## src/rtl/stim_sequencer.sv

```systemverilog
// Four-channel biphasic pulse-train scheduler; timing advances once per TX_END frame tick.
// Latency: START/TX_END/STOP effects are registered and visible the next cycle; strobes are never stalled.
module stim_sequencer #(
    parameter int                 AMP_W    = 8,
    parameter int                 CNT_W    = 16,
    parameter logic [AMP_W-1:0]   IDLE_AMP = '0
) (
    input  logic             CLK,
    input  logic             RST,
    input  logic             CFG_WR,
    input  logic [1:0]       CFG_CH,
    input  logic [2:0]       CFG_SEL,
    input  logic [CNT_W-1:0] CFG_DATA,
    output logic             CFG_ERR,
    input  logic             START,
    input  logic [3:0]       CH_MASK,
    input  logic             STOP,
    input  logic             TX_END,
    output logic [AMP_W-1:0] AMP0,
    output logic [AMP_W-1:0] AMP1,
    output logic [AMP_W-1:0] AMP2,
    output logic [AMP_W-1:0] AMP3,
    output logic [3:0]       BUSY,
    output logic [3:0]       DONE,
    output logic             ACTIVE
);

    typedef enum logic [2:0] {S_IDLE, S_PH1, S_IPG, S_PH2, S_REST} state_t;

    typedef struct packed {
        logic [CNT_W-1:0] pw1;
        logic [CNT_W-1:0] ipg;
        logic [CNT_W-1:0] pw2;
        logic [CNT_W-1:0] period;
        logic [CNT_W-1:0] npulse;
        logic [AMP_W-1:0] amp_p1;
        logic [AMP_W-1:0] amp_p2;
    } cfg_t;

    typedef struct packed {
        state_t           st;
        logic [CNT_W-1:0] cnt;
        logic [CNT_W-1:0] pcnt;
        logic             done;
    } step_t;

    cfg_t             cfg_q  [4];
    state_t           st_q   [4];
    logic [CNT_W-1:0] cnt_q  [4];
    logic [CNT_W-1:0] pcnt_q [4];
    logic [AMP_W-1:0] amp_q  [4];
    logic [3:0]       done_q;
    logic             cfg_err_q;

    logic [CNT_W-1:0] rest_w [4];
    logic             zero_w [4];
    step_t            nxt    [4];
    logic             wr_ok;

    // First non-empty phase at or after 'from' (PH1, IPG or PH2); S_IDLE if all remaining are empty.
    function automatic step_t first_phase(input state_t from, input cfg_t c, input logic [CNT_W-1:0] pc);
        step_t s;
        s.st = S_IDLE; s.cnt = '0; s.pcnt = pc; s.done = 1'b0;
        if (from == S_PH1 && c.pw1 != '0) begin
            s.st = S_PH1; s.cnt = c.pw1;
        end else if (from != S_PH2 && c.ipg != '0) begin
            s.st = S_IPG; s.cnt = c.ipg;
        end else if (c.pw2 != '0) begin
            s.st = S_PH2; s.cnt = c.pw2;
        end
        return s;
    endfunction

    // Pulse bookkeeping at the end of a pulse: finish the train or move on to REST / next PH1.
    function automatic step_t account(input cfg_t c, input logic [CNT_W-1:0] pc,
                                      input logic [CNT_W-1:0] rest, input logic zero);
        step_t s;
        s.st = S_REST; s.cnt = zero ? CNT_W'(1) : rest; s.pcnt = pc; s.done = 1'b0;
        if (c.npulse != '0 && pc == CNT_W'(1)) begin
            s.st = S_IDLE; s.cnt = '0; s.done = 1'b1;
        end else begin
            if (c.npulse != '0)
                s.pcnt = pc - CNT_W'(1);
            if (!zero && rest == '0)
                s = first_phase(S_PH1, c, s.pcnt);
        end
        return s;
    endfunction

    // With every duration zero the pulse is accounted at the end of its forced 1-tick REST,
    // so no pulse ever completes in zero time.
    function automatic step_t pulse_end(input cfg_t c, input logic [CNT_W-1:0] pc,
                                        input logic [CNT_W-1:0] rest, input logic zero);
        step_t s;
        if (zero) begin
            s.st = S_REST; s.cnt = CNT_W'(1); s.pcnt = pc; s.done = 1'b0;
        end else begin
            s = account(c, pc, rest, zero);
        end
        return s;
    endfunction

    function automatic step_t seek(input state_t from, input cfg_t c, input logic [CNT_W-1:0] pc,
                                   input logic [CNT_W-1:0] rest, input logic zero);
        step_t s;
        s = first_phase(from, c, pc);
        if (s.st == S_IDLE)
            s = pulse_end(c, pc, rest, zero);
        return s;
    endfunction

    always_comb begin
        logic [CNT_W+1:0] sum;
        logic [CNT_W+1:0] diff;
        sum  = '0;
        diff = '0;
        for (int n = 0; n < 4; n++) begin
            sum  = {2'b00, cfg_q[n].pw1} + {2'b00, cfg_q[n].ipg} + {2'b00, cfg_q[n].pw2};
            diff = {2'b00, cfg_q[n].period} - sum;
            rest_w[n] = (diff[CNT_W+1] || diff == '0) ? '0 : diff[CNT_W-1:0];
            zero_w[n] = (sum == '0) && (rest_w[n] == '0);
        end
    end

    always_comb begin
        for (int n = 0; n < 4; n++) begin
            nxt[n].st   = st_q[n];
            nxt[n].cnt  = cnt_q[n];
            nxt[n].pcnt = pcnt_q[n];
            nxt[n].done = 1'b0;
            if (STOP) begin
                nxt[n].st  = S_IDLE;
                nxt[n].cnt = '0;
            end else if (st_q[n] == S_IDLE) begin
                if (START && CH_MASK[n])
                    nxt[n] = seek(S_PH1, cfg_q[n], cfg_q[n].npulse, rest_w[n], zero_w[n]);
            end else if (TX_END) begin
                if (cnt_q[n] > CNT_W'(1)) begin
                    nxt[n].cnt = cnt_q[n] - CNT_W'(1);
                end else begin
                    case (st_q[n])
                        S_PH1:   nxt[n] = seek(S_IPG, cfg_q[n], pcnt_q[n], rest_w[n], zero_w[n]);
                        S_IPG:   nxt[n] = seek(S_PH2, cfg_q[n], pcnt_q[n], rest_w[n], zero_w[n]);
                        S_PH2:   nxt[n] = pulse_end(cfg_q[n], pcnt_q[n], rest_w[n], zero_w[n]);
                        default: nxt[n] = zero_w[n] ? account(cfg_q[n], pcnt_q[n], rest_w[n], zero_w[n])
                                                    : seek(S_PH1, cfg_q[n], pcnt_q[n], rest_w[n], zero_w[n]);
                    endcase
                end
            end
        end
    end

    always_ff @(posedge CLK) begin
        if (RST) begin
            for (int n = 0; n < 4; n++) begin
                st_q[n]   <= S_IDLE;
                cnt_q[n]  <= '0;
                pcnt_q[n] <= '0;
                amp_q[n]  <= IDLE_AMP;
            end
            done_q <= '0;
        end else begin
            for (int n = 0; n < 4; n++) begin
                st_q[n]   <= nxt[n].st;
                cnt_q[n]  <= nxt[n].cnt;
                pcnt_q[n] <= nxt[n].pcnt;
                done_q[n] <= nxt[n].done;
                amp_q[n]  <= (nxt[n].st == S_PH1) ? cfg_q[n].amp_p1 :
                             (nxt[n].st == S_PH2) ? cfg_q[n].amp_p2 : IDLE_AMP;
            end
        end
    end

    // A channel being armed this cycle counts as busy for the write check.
    assign wr_ok = CFG_WR && (CFG_SEL != 3'd7) && (st_q[CFG_CH] == S_IDLE) && !(START && CH_MASK[CFG_CH]);

    always_ff @(posedge CLK) begin
        if (RST) begin
            for (int n = 0; n < 4; n++)
                cfg_q[n] <= '0;
            cfg_err_q <= 1'b0;
        end else begin
            cfg_err_q <= CFG_WR && !wr_ok;
            if (wr_ok) begin
                case (CFG_SEL)
                    3'd0:    cfg_q[CFG_CH].pw1    <= CFG_DATA;
                    3'd1:    cfg_q[CFG_CH].ipg    <= CFG_DATA;
                    3'd2:    cfg_q[CFG_CH].pw2    <= CFG_DATA;
                    3'd3:    cfg_q[CFG_CH].period <= CFG_DATA;
                    3'd4:    cfg_q[CFG_CH].npulse <= CFG_DATA;
                    3'd5:    cfg_q[CFG_CH].amp_p1 <= CFG_DATA[AMP_W-1:0];
                    default: cfg_q[CFG_CH].amp_p2 <= CFG_DATA[AMP_W-1:0];
                endcase
            end
        end
    end

    always_comb begin
        for (int n = 0; n < 4; n++)
            BUSY[n] = (st_q[n] != S_IDLE);
    end

    assign ACTIVE  = |BUSY;
    assign DONE    = done_q;
    assign CFG_ERR = cfg_err_q;
    assign AMP0    = amp_q[0];
    assign AMP1    = amp_q[1];
    assign AMP2    = amp_q[2];
    assign AMP3    = amp_q[3];

endmodule

```

## config.mk

```make
export PLATFORM = sky130hd
export DESIGN_NAME = stim_sequencer
export DESIGN_NICKNAME = d
export VERILOG_FILES = /design/src/rtl/stim_sequencer.sv
export SDC_FILE = /design/constraint.sdc
export NUM_CORES = 2
export LEC_CHECK = 0
export ABC_AREA = 1
export BUFFER_PORTS_ARGS = -buffer_cell sky130_fd_sc_hd__clkbuf_2
export CORE_ASPECT_RATIO = 1.2
export CORE_MARGIN = 8
export CORE_UTILIZATION = 38
export CTS_CLUSTER_SIZE = 25
export DETAILED_ROUTE_END_ITERATION = 10
export PLACE_DENSITY = 0.63
export SLEW_MARGIN = 40
export SYNTH_ARGS = -nofsm -noshare
export SYNTH_HDL_FRONTEND = slang
export SYNTH_SLANG_ARGS = --single-unit
```

## constraint.sdc

```tcl
create_clock -name CLK -period 18 [get_ports CLK]
set_input_delay 3.6 -clock CLK [delete_from_list [all_inputs] [get_ports CLK]]
set_output_delay 3.6 -clock CLK [all_outputs]
set_load 0.03 [all_outputs]
```

* Yosys cells after proc, flatten, opt, wreduce, memory -nomap -nowiden
Memories as Yosys holds them, arrays and structs flattened.
Cells that the tools add are included.
** Word-level totals
- Register bits :: 5
- Latch bits :: 0
- RAM bits :: 556
- ROM bits :: 0
- Input port bits :: 31
- Output and inout port bits :: 42
- Logic and storage cells :: 471
- Memories kept :: 5
** Memory list
- cfg_q :: depth 4, width 96, rd ports 4, clocked after memory_dff 0, write ports 4, line 47 : cfg_t cfg_q [4];
- cnt_q :: depth 4, width 16, rd ports 4, clocked after memory_dff 0, write ports 4, line 49 : logic [CNT_W-1:0] cnt_q [4];
- pcnt_q :: depth 4, width 16, rd ports 4, clocked after memory_dff 0, write ports 4, line 50 : logic [CNT_W-1:0] pcnt_q [4];
- amp_q :: depth 4, width 8, rd ports 4, clocked after memory_dff 0, write ports 4, line 51 : logic [AMP_W-1:0] amp_q [4];
- st_q :: depth 4, width 3, rd ports 5, clocked after memory_dff 0, write ports 4, line 48 : state_t st_q [4];
** Cells by class
- Add/subtract/negate cells :: 24
- Multiply operators :: 0
- Div/mod/pow operators :: 0
- Magnitude comparators :: 5
- Eq/ne operators :: 34
- Shift-type cells :: 0
- Multiplexer cells :: 288
- Bitwise logic cells :: 16
- Reductions and logical operators :: 97
** Operators with widths (number)
- $mux 36 :: 60
- $mux 19 :: 99
- $mux 16 :: 40
- $pmux 36 s3 :: 4
- $reduce_bool 16->1 :: 16
- $sub 16x1->16 const B :: 12
- $logic_not 18->1 :: 8
- $mux 17 :: 8
- $eq 16x1->1 const B :: 8
- $mux 8 :: 12
- $mux 96 :: 1
- $reduce_or 96->1 :: 1
- $mux 18 :: 5
- $add 17x16->18 :: 4
- $sub 16x18->18 :: 4
- $add 16x16->17 :: 4
- $logic_not 3->1 :: 22
- $gt 16x1->1 const B :: 4
- $logic_not 16->1 :: 4
- $mux 1 :: 48
- $eq 3x2->1 const B :: 14
- $eq 3x1->1 const B :: 9
- $logic_and 1x1->1 :: 25
- $mux 3 :: 8
- other kinds (14) :: 44

* Longest topological paths before layout
An unclocked memory read counts as a cell.
- Depth after elaboration :: 25
- Gate-level depth with buffers :: 43
- Gate-level depth less buffers :: 41

* Worst setup path before layout
OpenSTA, ideal clock, no wires.
- Kind :: input to register
- Start :: input CH_MASK[3]
- End :: memory cfg_q[1][48] in the netlist's numbering (enable)
- Setup time :: 372 ps
- Arrival time :: 5848 ps
- Required time :: 17628 ps
- Setup slack :: 11781 ps
- Stages on the path :: 10
- Buffers on the path :: 1
- Cell sequence :: nand2_1 nand2_1 o211ai_1 nand3_1 nor2_1 inv_1 nor3_1 nand2_1 clkbuf_1 nand2_1
** RTL lines
- start: declaration :: line 16 : input logic [3:0] CH_MASK,
- end: declaration :: line 47

==> metrics.txt <==
status finished clean; setup slack at placement 10.41 ns; fin cells approximately 8000; Post-CTS Resized 0; minimum clock period between 7 and 8 ns; post-synthesis cell type count 80; cts hold-fix bufs 0; Root Buffer clkbuf_16; synthesized area approximately 44000 um^2; Final Hold Fails 0; register area 15100 um^2; top cell type's share of synthesized area 0.259; die area approximately 130000 um^2; port bufs approximately 70; post-synthesis sequential area ratio 0.339; largest net degree at the start of global routing 62; Residual DRC 0; Critical Path End Type register; crit start category register; GRT Residual Overflow 0; setup_tns 0 ns; Max Cap Viol 0; Final setup viols 0; Cell Rows between 100 and 150; total CTS buffers 61; Post-Syn Nets 6455; Pre-antenna DRT Iters 7; Worst path slowest cell nor2_1; fmax roughly 130 MHz; Final WS setup approximately 11 ns; maximum vdd drop ~94 uV; Starting Density 0.383; Final period util 0.415; hold slack between 0.5 and 0.6 ns; Worst slew margin 0.356; vias post-DR 44500; most frequent CP cell nand2_1; Die W 328 um; # IOs between 70 and 80; NumNets Final 6423; FF+latch count, synth about 560; mean area per synthesized cell between 7 and 8 um^2; dominant cells by area after synthesis edfxtp_1 26%, nand2_1 10%, dfxtp_1 8.0%, nor2_1 7.6%, inv_1 5.9%; Power Total roughly 5.1 mW; vias in the first global route roughly 42000; die height between 300 and 400 um; Final Slew Violations 0; CTS max path bufs 3; Top FF cell, synth edfxtp_1; Worst-path clk slew roughly 0.070 ns; unrepaired setup endpoints after global routing no; via/cell ratio around 5.7; GP Congestion approximately 1; Synth top cells by count 1211 x nand2_1, 895 x nor2_1, 698 x inv_1; WL/cell about 21 um; Hold Crit Class register to register; GR Util All Layers 0.243; multi-input logic area about 26000 um^2; Crit Path Category register to register; clock sinks 561; FF-to-FF setup slack 10.54 ns; fill count between 10000 and 15000; Core ar. approximately 120000 um^2; post-route ant nets 0; asr flop ratio synth 0; Pwr per Cell Area approximately 100 nW/um^2; Setup Fix Bufs, Post-CTS 0; Pleak roughly 20 nW; initial antenna violation count 3; Area Overhead vs Synth 8.99%; clk_lat worst skew 0.70 ns; CTS tree done; Synth area leader edfxtp_1; first-pass GRT wire length about 250000 um; EDFF count, synth approximately 380; Post-DP HPWL 120000 um; YS warnings 0; Max Clock Skew around 0.032 ns; CTS H-tree lvls 2; Worst EP arrival 8.02 ns; count leader, synth nand2_1; Placed Cells incl. Taps ~7600; Iter 0 DRT Violations between 4000 and 5000; CP max stage delay 0.62 ns; Post-Route WL between 150000 and 200000 um; Least-Margin Pin Slew 0.960 ns; Worst Path Required 18.55 ns; CP Max Fanout 43; layout cells sized above 1 0.0772; Post-Synthesis Cells slightly above 6000
## routing by layer
| metal | share of wire | GRT usage | vias to the layer above |
|---|---|---|---|
| met5 | 0 | 0 | - |
| met4 | 0.056 | 0.124 | 0 |
| met3 | 0.079 | 0.0419 | 487 |
| met2 | 0.47 | 0.410 | 2011 |
| met1 | 0.39 | 0.297 | 21000 |
| li1 | - | - | 21000 |
## metrics by stage
step | instance area (um^2) | utilization
3_5_place_dp | 46300 | 0.399
6_report | 48500 | 0.417
2_1_floorplan | 44500 | -
5_1_grt | 48400 | 0.417
3_3_place_gp | 46300 | 0.398
4_1_cts | 48400 | 0.417
## critical path: cells and delay by family (launching register included)
kind                     cells  cell delay, ns
AO/OA/AOI/OAI                8            2.18
AND/OR/NAND/NOR             17            2.15
adder cells (fa/ha/maj)      4            1.65
buffers and inverters        2            0.54
flip-flops                   1            0.50
XOR/XNOR                     1            0.30
## final timing paths
kind                               startpoint             to  cells after the start
worst max-delay path             cfg_q[2][49]    amp_q[2][5]                     32
worst min-delay path            pcnt_q[1][10]  pcnt_q[1][10]                      2
worst max register to register   cfg_q[2][49]    amp_q[2][5]                     32
worst min register to register  pcnt_q[1][10]  pcnt_q[1][10]                      2
## layout make-up
cell class              count  share of cell area
diodes                      5            0.000258
clock buffers              66              0.0319
clock inverters            50              0.0114
inverters                 742              0.0576
multi-input cells        4692               0.533
flip-flops and latches    561               0.311
well taps                1529              0.0395
repair buffers            122              0.0152
## cells by family (layout without fill, tap and decap cells)
logic type	Yosys count	count (layout)	share of synthesized area
AO/OA/AOI/OAI	1303	1303	0.168
XOR/XNOR	198	198	0.0392
adder cells (fa/ha/maj)	212	212	0.0718
buffers and inverters	959	980	0.0837
flip-flops	561	561	0.339
multiplexers	2	2	0.000478
other	0	5	0
AND/OR/NAND/NOR	2977	2977	0.298
## placed cells by master, fill, tap and decap left out, types with 77 or more instances in the layout
cell type and instances:
nand2_1 1205, nor2_1 879, inv_1 696, a21oi_1 489, o21ai_0 397, edfxtp_1 384, nand3_1 333, dfxtp_1 177
nand4_1 149, xor2_1 142, ha_1 140, nor3_1 93, nor4_1 79, o211ai_1 77
## state kept, by name, summed over array words and instances (netlist names)
name / count
CFG_ERR: 1
DONE: 4
amp_q: 32
cfg_q: 384
cnt_q: 64
pcnt_q: 64
st_q: 12
## power by group
part | total, mW | switching, mW | internal [mW]
clock network | 1.35 | 0.601 | 0.749
logic | 2.18 | 1.53 | 0.656
registers | 1.53 | 0.0822 | 1.45
total | 5.06 | 2.21 | 2.85
Note: power is estimated with default switching activity, not from simulation.
